`src/rtl/time_keeper.sv`:
```
// time_keeper: 24-hour time-of-day counter with prescaled one-second tick, field edits and day-rollover pulse
//   clk, reset_n (async active-low) | mode1/mode2 select the edited field | increase: edit pulse
//   hour/min/sec: binary time of day | day_carry: one-cycle pulse on 23:59:59 -> 00:00:00
module time_keeper #(
  parameter int CLKS_PER_SEC = 100
) (
  input  logic       clk,
  input  logic       reset_n,
  input  logic [1:0] mode1,
  input  logic [1:0] mode2,
  input  logic       increase,
  output logic [4:0] hour,
  output logic [5:0] min,
  output logic [5:0] sec,
  output logic       day_carry
);
  localparam int PW = $clog2(CLKS_PER_SEC);
  localparam logic [PW-1:0] LAST = PW'(CLKS_PER_SEC - 1);
  localparam logic [1:0] TIME = 2'b00;
  localparam logic [1:0] HOUR = 2'b01;
  localparam logic [1:0] MIN  = 2'b10;
  logic [PW-1:0] presc, presc_n;
  logic [4:0] hour_t, hour_n;
  logic [5:0] min_t, min_n, sec_n;
  logic tick, sec_c, min_c, day_n;
  always_comb begin
    tick    = presc == LAST;
    sec_c   = tick && sec == 6'd59;
    min_c   = sec_c && min == 6'd59;
    sec_n   = tick ? (sec_c ? 6'd0 : sec + 6'd1) : sec;
    min_t   = sec_c ? (min_c ? 6'd0 : min + 6'd1) : min;
    hour_t  = min_c ? (hour == 5'd23 ? 5'd0 : hour + 5'd1) : hour;
    day_n   = min_c && hour == 5'd23;
    presc_n = tick ? '0 : presc + PW'(1);
    min_n   = min_t;
    hour_n  = hour_t;
    // Edits land on the already-advanced value; an unknown mode never qualifies.
    if (increase && mode1 == TIME && mode2 != 2'b00) begin
      if (mode2 == HOUR)
        hour_n = hour_t == 5'd23 ? 5'd0 : hour_t + 5'd1;
      else if (mode2 == MIN)
        min_n = min_t == 6'd59 ? 6'd0 : min_t + 6'd1;
      else begin
        sec_n   = 6'd0;
        presc_n = '0;
      end
    end
  end
  always_ff @(posedge clk or negedge reset_n) begin
    if (!reset_n) begin
      presc     <= '0;
      hour      <= 5'd0;
      min       <= 6'd0;
      sec       <= 6'd0;
      day_carry <= 1'b0;
    end else begin
      presc     <= presc_n;
      hour      <= hour_n;
      min       <= min_n;
      sec       <= sec_n;
      day_carry <= day_n;
    end
  end
endmodule

```
`config.mk`:
```
export PLATFORM = sky130hd
export DESIGN_NAME = time_keeper
export DESIGN_NICKNAME = d
export VERILOG_FILES = /design/src/rtl/time_keeper.sv
export SDC_FILE = /design/constraint.sdc
export NUM_CORES = 1
export LEC_CHECK = 0
export BUFFER_PORTS_ARGS = -buffer_cell sky130_fd_sc_hd__buf_4
export CAP_MARGIN = 20
export CELL_PAD_IN_SITES_DETAIL_PLACEMENT = 1
export CELL_PAD_IN_SITES_GLOBAL_PLACEMENT = 1
export CORE_UTILIZATION = 47
export CTS_BUF_LIST = sky130_fd_sc_hd__clkbuf_4
export CTS_CLUSTER_DIAMETER = 200
export DETAILED_ROUTE_END_ITERATION = 12
export GPL_ROUTABILITY_DRIVEN = 0
export GPL_TIMING_DRIVEN = 0
export HOLD_SLACK_MARGIN = 0.03
export MAX_ROUTING_LAYER = met4
export PLACE_DENSITY_LB_ADDON = 0.2
export RECOVER_POWER = 100
export REMOVE_ABC_BUFFERS = 1
export SETUP_SLACK_MARGIN = 0.3
export SLEW_MARGIN = 20
export SYNTH_ARGS = -nofsm -noshare
export SYNTH_HDL_FRONTEND = slang
export SYNTH_SLANG_ARGS = --single-unit
```
`constraint.sdc`:
```
create_clock -name clk -period 4.4 [get_ports clk]
set_input_delay 0.66 -clock clk [delete_from_list [all_inputs] [get_ports clk]]
set_output_delay 0.66 -clock clk [all_outputs]
set_load 0.005 [all_outputs]
```
==> results of run 1 <==
[power breakdown]
group | switching [W] | total, W | internal [W]
sequential | 0.000103 | 0.000411 | 0.000308
combinational | 0.000187 | 0.000378 | 0.000191
clock | 0.0000718 | 0.000106 | 0.0000341
[cell usage in the layout, fill, tap and decap left out, types with 4 or more instances in the layout]
cell type	instances
xor2_1	4
o21ai_0	5
dfrtp_1	25
clkbuf_4	21
ha_1	6
inv_1	7
xnor2_1	15
and3_1	4
a31oi_1	4
buf_4	5
a21oi_1	7
nand4_1	4
nand2_1	10
nor2_1	24
nand3_1	9
[through the flow]
stage / hold slack, ns / instances / cell area [sq um]
2_1_floorplan: 0.3644 / 157 / 1493
3_3_place_gp: 0.4397 / 225 / 1728
3_5_place_dp: 0.4619 / 225 / 1728
4_1_cts: 0.2218 / 229 / 1755
5_1_grt: 0.5167 / 229 / 1738
6_report: 0.4784 / 229 / 1738
[cells in the mapped netlist, drive strengths merged]
cell type  instances
o2111ai            1
o211a              1
or4b               1
mux2i              4
nand2b             2
nor2              24
nand4              4
o31a               1
dfrtp             25
o211ai             1
nand2             10
inv                7
and3               4
o22ai              1
o21ai              5
nand3              9
nor4               3
and4b              2
a31oi              4
and2               5
or2                1
nor3               3
xnor2             15
xor2               4
clkbuf             2
mux2               2
a21oi              7
buf                2
or3                2
ha                 6
or4                1
nand4b             2
[flip-flops by register name, summed over array words and instances, names as in the netlist]
register and count:
presc 7, min 6, sec 6, hour 5, day_carry 1
[routing by layer]
metal  GRT usage, %  vias to the layer above  part of all wire, %
met5              -                        -                    0
met4          7.483                        0                  1.3
met3          3.077                        6                  3.0
met2          40.72                       23                   51
met1          28.61                      620                   45
li1               -                      615                    -
[critical path, stage by stage (launching register included)]
cell       delay [ns]
dfrtp_1          0.45
or4b_1           0.68
nor3_1           0.83
and2_0           0.54
o21ai_0          0.22
ha_1             0.22
and2_1           0.20
o2111ai_1        0.20
o211ai_1         0.12
o31a_1           0.12
[how the worst max path moves through the flow]
| stage | slack, ns | endpoint |
|---|---|---|
| 6_report | 0.73 | hour[4] |
| 3_5_place_dp | 1.16 | hour[4] |
| 2_1_floorplan | 1.62 | hour[4] |
| 4_1_cts | 1.14 | hour[4] |
| 3_3_place_gp | 1.31 | hour[4] |
| 5_1_grt | 0.47 | hour[4] |
[kinds of logic (layout without fill, tap and decap cells)]
group	Yosys count	in the layout	synth area share (%)
adder cells (fa/ha/maj)	6	6	4.971
XOR/XNOR	19	19	11.02
multiplexers	6	6	4.971
buffers and inverters	11	35	2.900
AND/OR/NAND/NOR	73	73	26.10
flip-flops	25	25	41.43
AO/OA/AOI/OAI	21	21	8.617
[final cells by class]
cell class	count	area [sq um]
clock buffer	3	22.52
clock inverter	1	5.005
fill	374	1315
inverter	7	26.28
multi-input combinational	125	827.0
sequential	25	625.6
tap	44	55.05
timing repair buffer	24	176.4
==> results.cfg, run 1 <==
[critical_path]
timing.rr.end = hour[4]
rrSetupSlack_ns = 0.73
r2r_cells = 9
path_class = flop to flop
timing.rr.start = presc[3]
worstPathArrival_ns = 3.89
startpoint = presc[3]
path_max_fanout = 9
cp-start-kind = flop
end_kind = flop
required_ns = 4.62

[clocking]
path_clk_slew_ns = 0.14
cts_tree = done
clock_path_buffers = 2
clock_sinks = 25
cts-root-buf = clkbuf_4
clk_latency_ns = 0.32
post_cts.repair.setup_buffers = 0
cts_resized = 0
cts_inserted_buffers = 3
cts_max_level = 1
hold_buffers = 0

[synthesis]
yosysWarnings = 0
ys_seq_area_share_pct = 41.43
yosys.area.top_type = dfrtp_1
syn_area_sq_um = 1510
synthCells = 161
ys_top_cells_by_area = dfrtp_1 41%, xnor2_1 8.7%, nor2_1 6.0%
synth_top_area_share_pct = 41.43
synth-seq-cells = 25
syn_area_per_cell_sq_um = 9.380
synth_cell_types = 37

[global_routing]
grt_max_degree = 26
antenna_found_initial = 0
grt_use_total_pct = 23.55
grt_pass1_vias = 1321
grt_overflow_total = 0
grt_first_pass_wirelength_microns = 5934

[layout]
final_core_util_pct = 56.93
nNetsFinal = 199
syn_to_final_growth_pct = 15.08
diodes = 0
drive_above_1_share_pct = 17.84

[routing]
vias_per_cell = 5.520
vias = 1264
wl_per_cell_microns = 15.10
drt_iter0_markers = 42
dr.pass1.iters = 4
wl_microns = 3459
ant_nets = 0
route.detailed.drc = 0

[floorplanning]
fp.dieH_microns = 58.69
io_pins = 25
fp.dieW_microns = 58.69
dieArea_sq_um = 3444
rows = 20
start_util_pct = 49.47
core-area_sq_um = 3053

[place]
post-place-ws_ns = 1.165
dpl.hpwl_microns = 2757
port_buffers = 24

[power_and_ir_drop]
p_per_area_nw_per_um2 = 514.6
power_w = 0.0008944
ir_worst_vdd_uv = 210.1
p_leak_nw = 0.7648

[hold_path]
hold_depth = 1
holdCritPathClass = flop to flop
hold_start = presc[0]
hold_end = presc[0]

[sta]
finalMaxSlewViolations = 0
finalSetupViolCount = 0
fin_worst_skew_ns = 0.002787
setup-tns-final_ns = 0
post-route-period-util_pct = 83.36
setup_ws_ns = 0.7323
rsz0062_at_grt = no
worstMarginPinSlew_ns = 1.363
hold_viol = 0
finalCriticalPeriod_ns = 3.668
fmax_ghz = 0.2726
slew_headroom_pct = 9.110

[status]
status = completed

[flow_run]
drv_cap = 0
(Power assumes the default switching activity.)
==> inputs of run 2 (changes only) <==
--- a/config.mk
+++ b/config.mk
@@ -5,11 +5,12 @@
 export SDC_FILE = /design/constraint.sdc
 export NUM_CORES = 1
 export LEC_CHECK = 0
+export ABC_AREA = 1
 export BUFFER_PORTS_ARGS = -buffer_cell sky130_fd_sc_hd__buf_4
 export CAP_MARGIN = 20
 export CELL_PAD_IN_SITES_DETAIL_PLACEMENT = 1
 export CELL_PAD_IN_SITES_GLOBAL_PLACEMENT = 1
-export CORE_UTILIZATION = 47
+export CORE_UTILIZATION = 43
 export CTS_BUF_LIST = sky130_fd_sc_hd__clkbuf_4
 export CTS_CLUSTER_DIAMETER = 200
 export DETAILED_ROUTE_END_ITERATION = 12
==> constraint.sdc (replaced) <==
create_clock -name clk -period 3.4 [get_ports clk]
set_input_delay 0.51 -clock clk [delete_from_list [all_inputs] [get_ports clk]]
set_output_delay 0.51 -clock clk [all_outputs]
set_load 0.005 [all_outputs]
==> results.cfg, run 2 <==
[floorplanning]
fp.dieW_microns = 67.49
core-area_sq_um = 4058
rows = 23
io_pins = 25
dieArea_sq_um = 4555
start_util_pct = 45.45
fp.dieH_microns = 67.49

[layout]
syn_to_final_growth_pct = 11.13
final_area_sq_um = 2049
nNetsFinal = 283
diodes = 0
multi_input_area_sq_um = 1041
final_common_cell = nand2_1
register_area_sq_um = 625.6
regMostFlops = presc
largest_reg_flops = 7
mostFrequentLayoutCells = 67 x nand2_1, 28 x nor2_1, 27 x inv_1
drive_above_1_share_pct = 20.82
nFillCells = 539
largestRegisters = presc: 7 flops, min: 6 flops, sec: 6 flops

[routing]
vias = 1633
route.detailed.drc = 0
dr.pass1.iters = 4
wl_per_cell_microns = 13.34
wl_microns = 4257
vias_per_cell = 5.119
drt_iter0_markers = 65
ant_nets = 0

[place]
dpl.hpwl_microns = 3323
post-place-ws_ns = 0.9760
port_buffers = 24
dpl_cell_area_sq_um = 2061

[power_and_ir_drop]
ir_worst_vdd_uv = 274.7
power_w = 0.001241
p_per_area_nw_per_um2 = 605.4
p_leak_nw = 1.042

[sta]
worstMarginPinSlew_ns = 1.454
finalSetupViolCount = 0
slew_headroom_pct = 3.097
fin_worst_skew_ns = 0.01064
rsz0062_at_grt = no
post-route-period-util_pct = 80.27
hold_ws_ns = 0.4720
fmax_ghz = 0.3664
setup_ws_ns = 0.6707
finalCriticalPeriod_ns = 2.729
setup-tns-final_ns = 0
hold_viol = 0
finalMaxSlewViolations = 0

[synthesis]
ys_seq_area_share_pct = 33.92
async_reset_ff_share_pct = 100.0
syn_area_sq_um = 1844
synth_most_common_cell = nand2_1
yosys.area.top_type = dfrtp_1
ys_top_cells_by_area = dfrtp_1 34%, nand2_1 13%, inv_1 5.1%
synthCells = 244
synth-seq-cells = 25
synth_top_area_share_pct = 33.92
synth_cell_types = 34
yosys-top-cells-count = 66 x nand2_1, 25 x dfrtp_1, 25 x inv_1, 25 x nor2_1, 15 x nand3_1
syn_area_per_cell_sq_um = 7.558
yosysWarnings = 0
synth_edf_count = 0
synth_ff_type = dfrtp_1

[clocking]
cts-root-buf = clkbuf_4
hold_buffers = 0
cts_max_level = 1
clock_sinks = 25
clk_latency_ns = 0.34
path_clk_slew_ns = 0.16
cts_tree = done
clock_path_buffers = 2
post_cts.repair.setup_buffers = 0
cts_resized = 0
cts_inserted_buffers = 3

[critical_path]
worstPathArrival_ns = 2.98
path_class = flop to flop
path_max_fanout = 8
end_kind = flop
cp-start-kind = flop
required_ns = 3.65

[global_routing]
grt_overflow_total = 0
antenna_found_initial = 0
grt_max_degree = 26
grt_first_pass_wirelength_microns = 7210
grt_pass1_vias = 1611
grt_use_total_pct = 21.66

[status]
status = completed

[hold_path]
holdCritPathClass = primary input to asynchronous set/reset pin

[flow_run]
drv_cap = 0
-- run 2: cell count changes after synthesis, sizes merged, moves of 3 or more --
| cell | delta |
|---|---|
| and3 | -4 |
| mux2i | -3 |
| inv | +22 |
| nand2 | +64 |
| nand3 | +16 |
| a31oi | -3 |
| nand4 | +4 |
| xor2 | +3 |
| nor3b | +3 |
| o21ai | +4 |
| nor2 | +12 |
| xnor2 | -14 |
| and2 | -5 |
-- run 2: cells by family after synthesis --
| family | Yosys count | share of synthesized area [%] |
|---|---|---|
| flip-flops | 25 | 33.92 |
| AND/OR/NAND/NOR | 151 | 43.76 |
| buffers and inverters | 34 | 7.801 |
| AO/OA/AOI/OAI | 19 | 6.106 |
| adder cells (fa/ha/maj) | 6 | 4.070 |
| multiplexers | 1 | 0.5428 |
| XOR/XNOR | 8 | 3.799 |
-- run 2: worst paths after layout --
| path | from | slack [ns] | to | cells past startpoint |
|---|---|---|---|---|
| worst max-delay path | min[0] | 0.67 | hour[3] | 15 |
| worst min register to register | presc[0] | 0.47 | presc[0] | 1 |
| min in group clk | presc[0] | 0.47 | presc[0] | 1 |
| worst max register to register | min[0] | 0.67 | hour[3] | 15 |
| worst min-delay path | reset_n | 0.47 | sec[0] | 1 |
| max in group asynchronous | reset_n | 2.08 | hour[2] | 1 |
-- run 2: per-layer routing --
metal	up-vias	track usage, %	share of wire (%)	wire length [microns]
li1	832	-	-	-
met1	775	26.23	47	1998
met2	21	37.38	49	2096
met3	5	2.534	2.6	109
met4	0	6.383	1.2	53
met5	-	-	0	0
-- run 2: cell type report --
type	count	area share, %
Clock buffer	3	1.099
Clock inverter	1	0.3663
Inverter	31	5.739
Multi-Input combinational cell	185	50.79
Sequential cell	25	30.52
Tap cell	50	3.052
Timing Repair Buffer	24	8.425
-- run 2: worst max-delay path: stages (launching register included) --
cell	delay (ns)
dfrtp_1	0.48
ha_1	0.27
nand2_1	0.11
nor2_1	0.54
nand3_4	0.20
nand2_1	0.16
nand2_1	0.08
inv_1	0.06
ha_1	0.14
inv_1	0.04
nor2_1	0.20
nand2_4	0.09
nor2_4	0.08
nand2_1	0.05
nand2_1	0.08
nor2_2	0.03
-- run 2: per-stage QoR --
stage,cells,util (%)
after CTS,319,51.53
final,319,50.51
after floorplan,241,-
after global placement,315,50.79
after detailed placement,315,50.79
after global routing,319,50.51
-- run 2: report_power, final --
part / switching (W) / internal [W] / total (W)
clock: 0.000105 / 0.0000452 / 0.000150
sequential: 0.000137 / 0.000385 / 0.000521
combinational: 0.000325 / 0.000245 / 0.000569
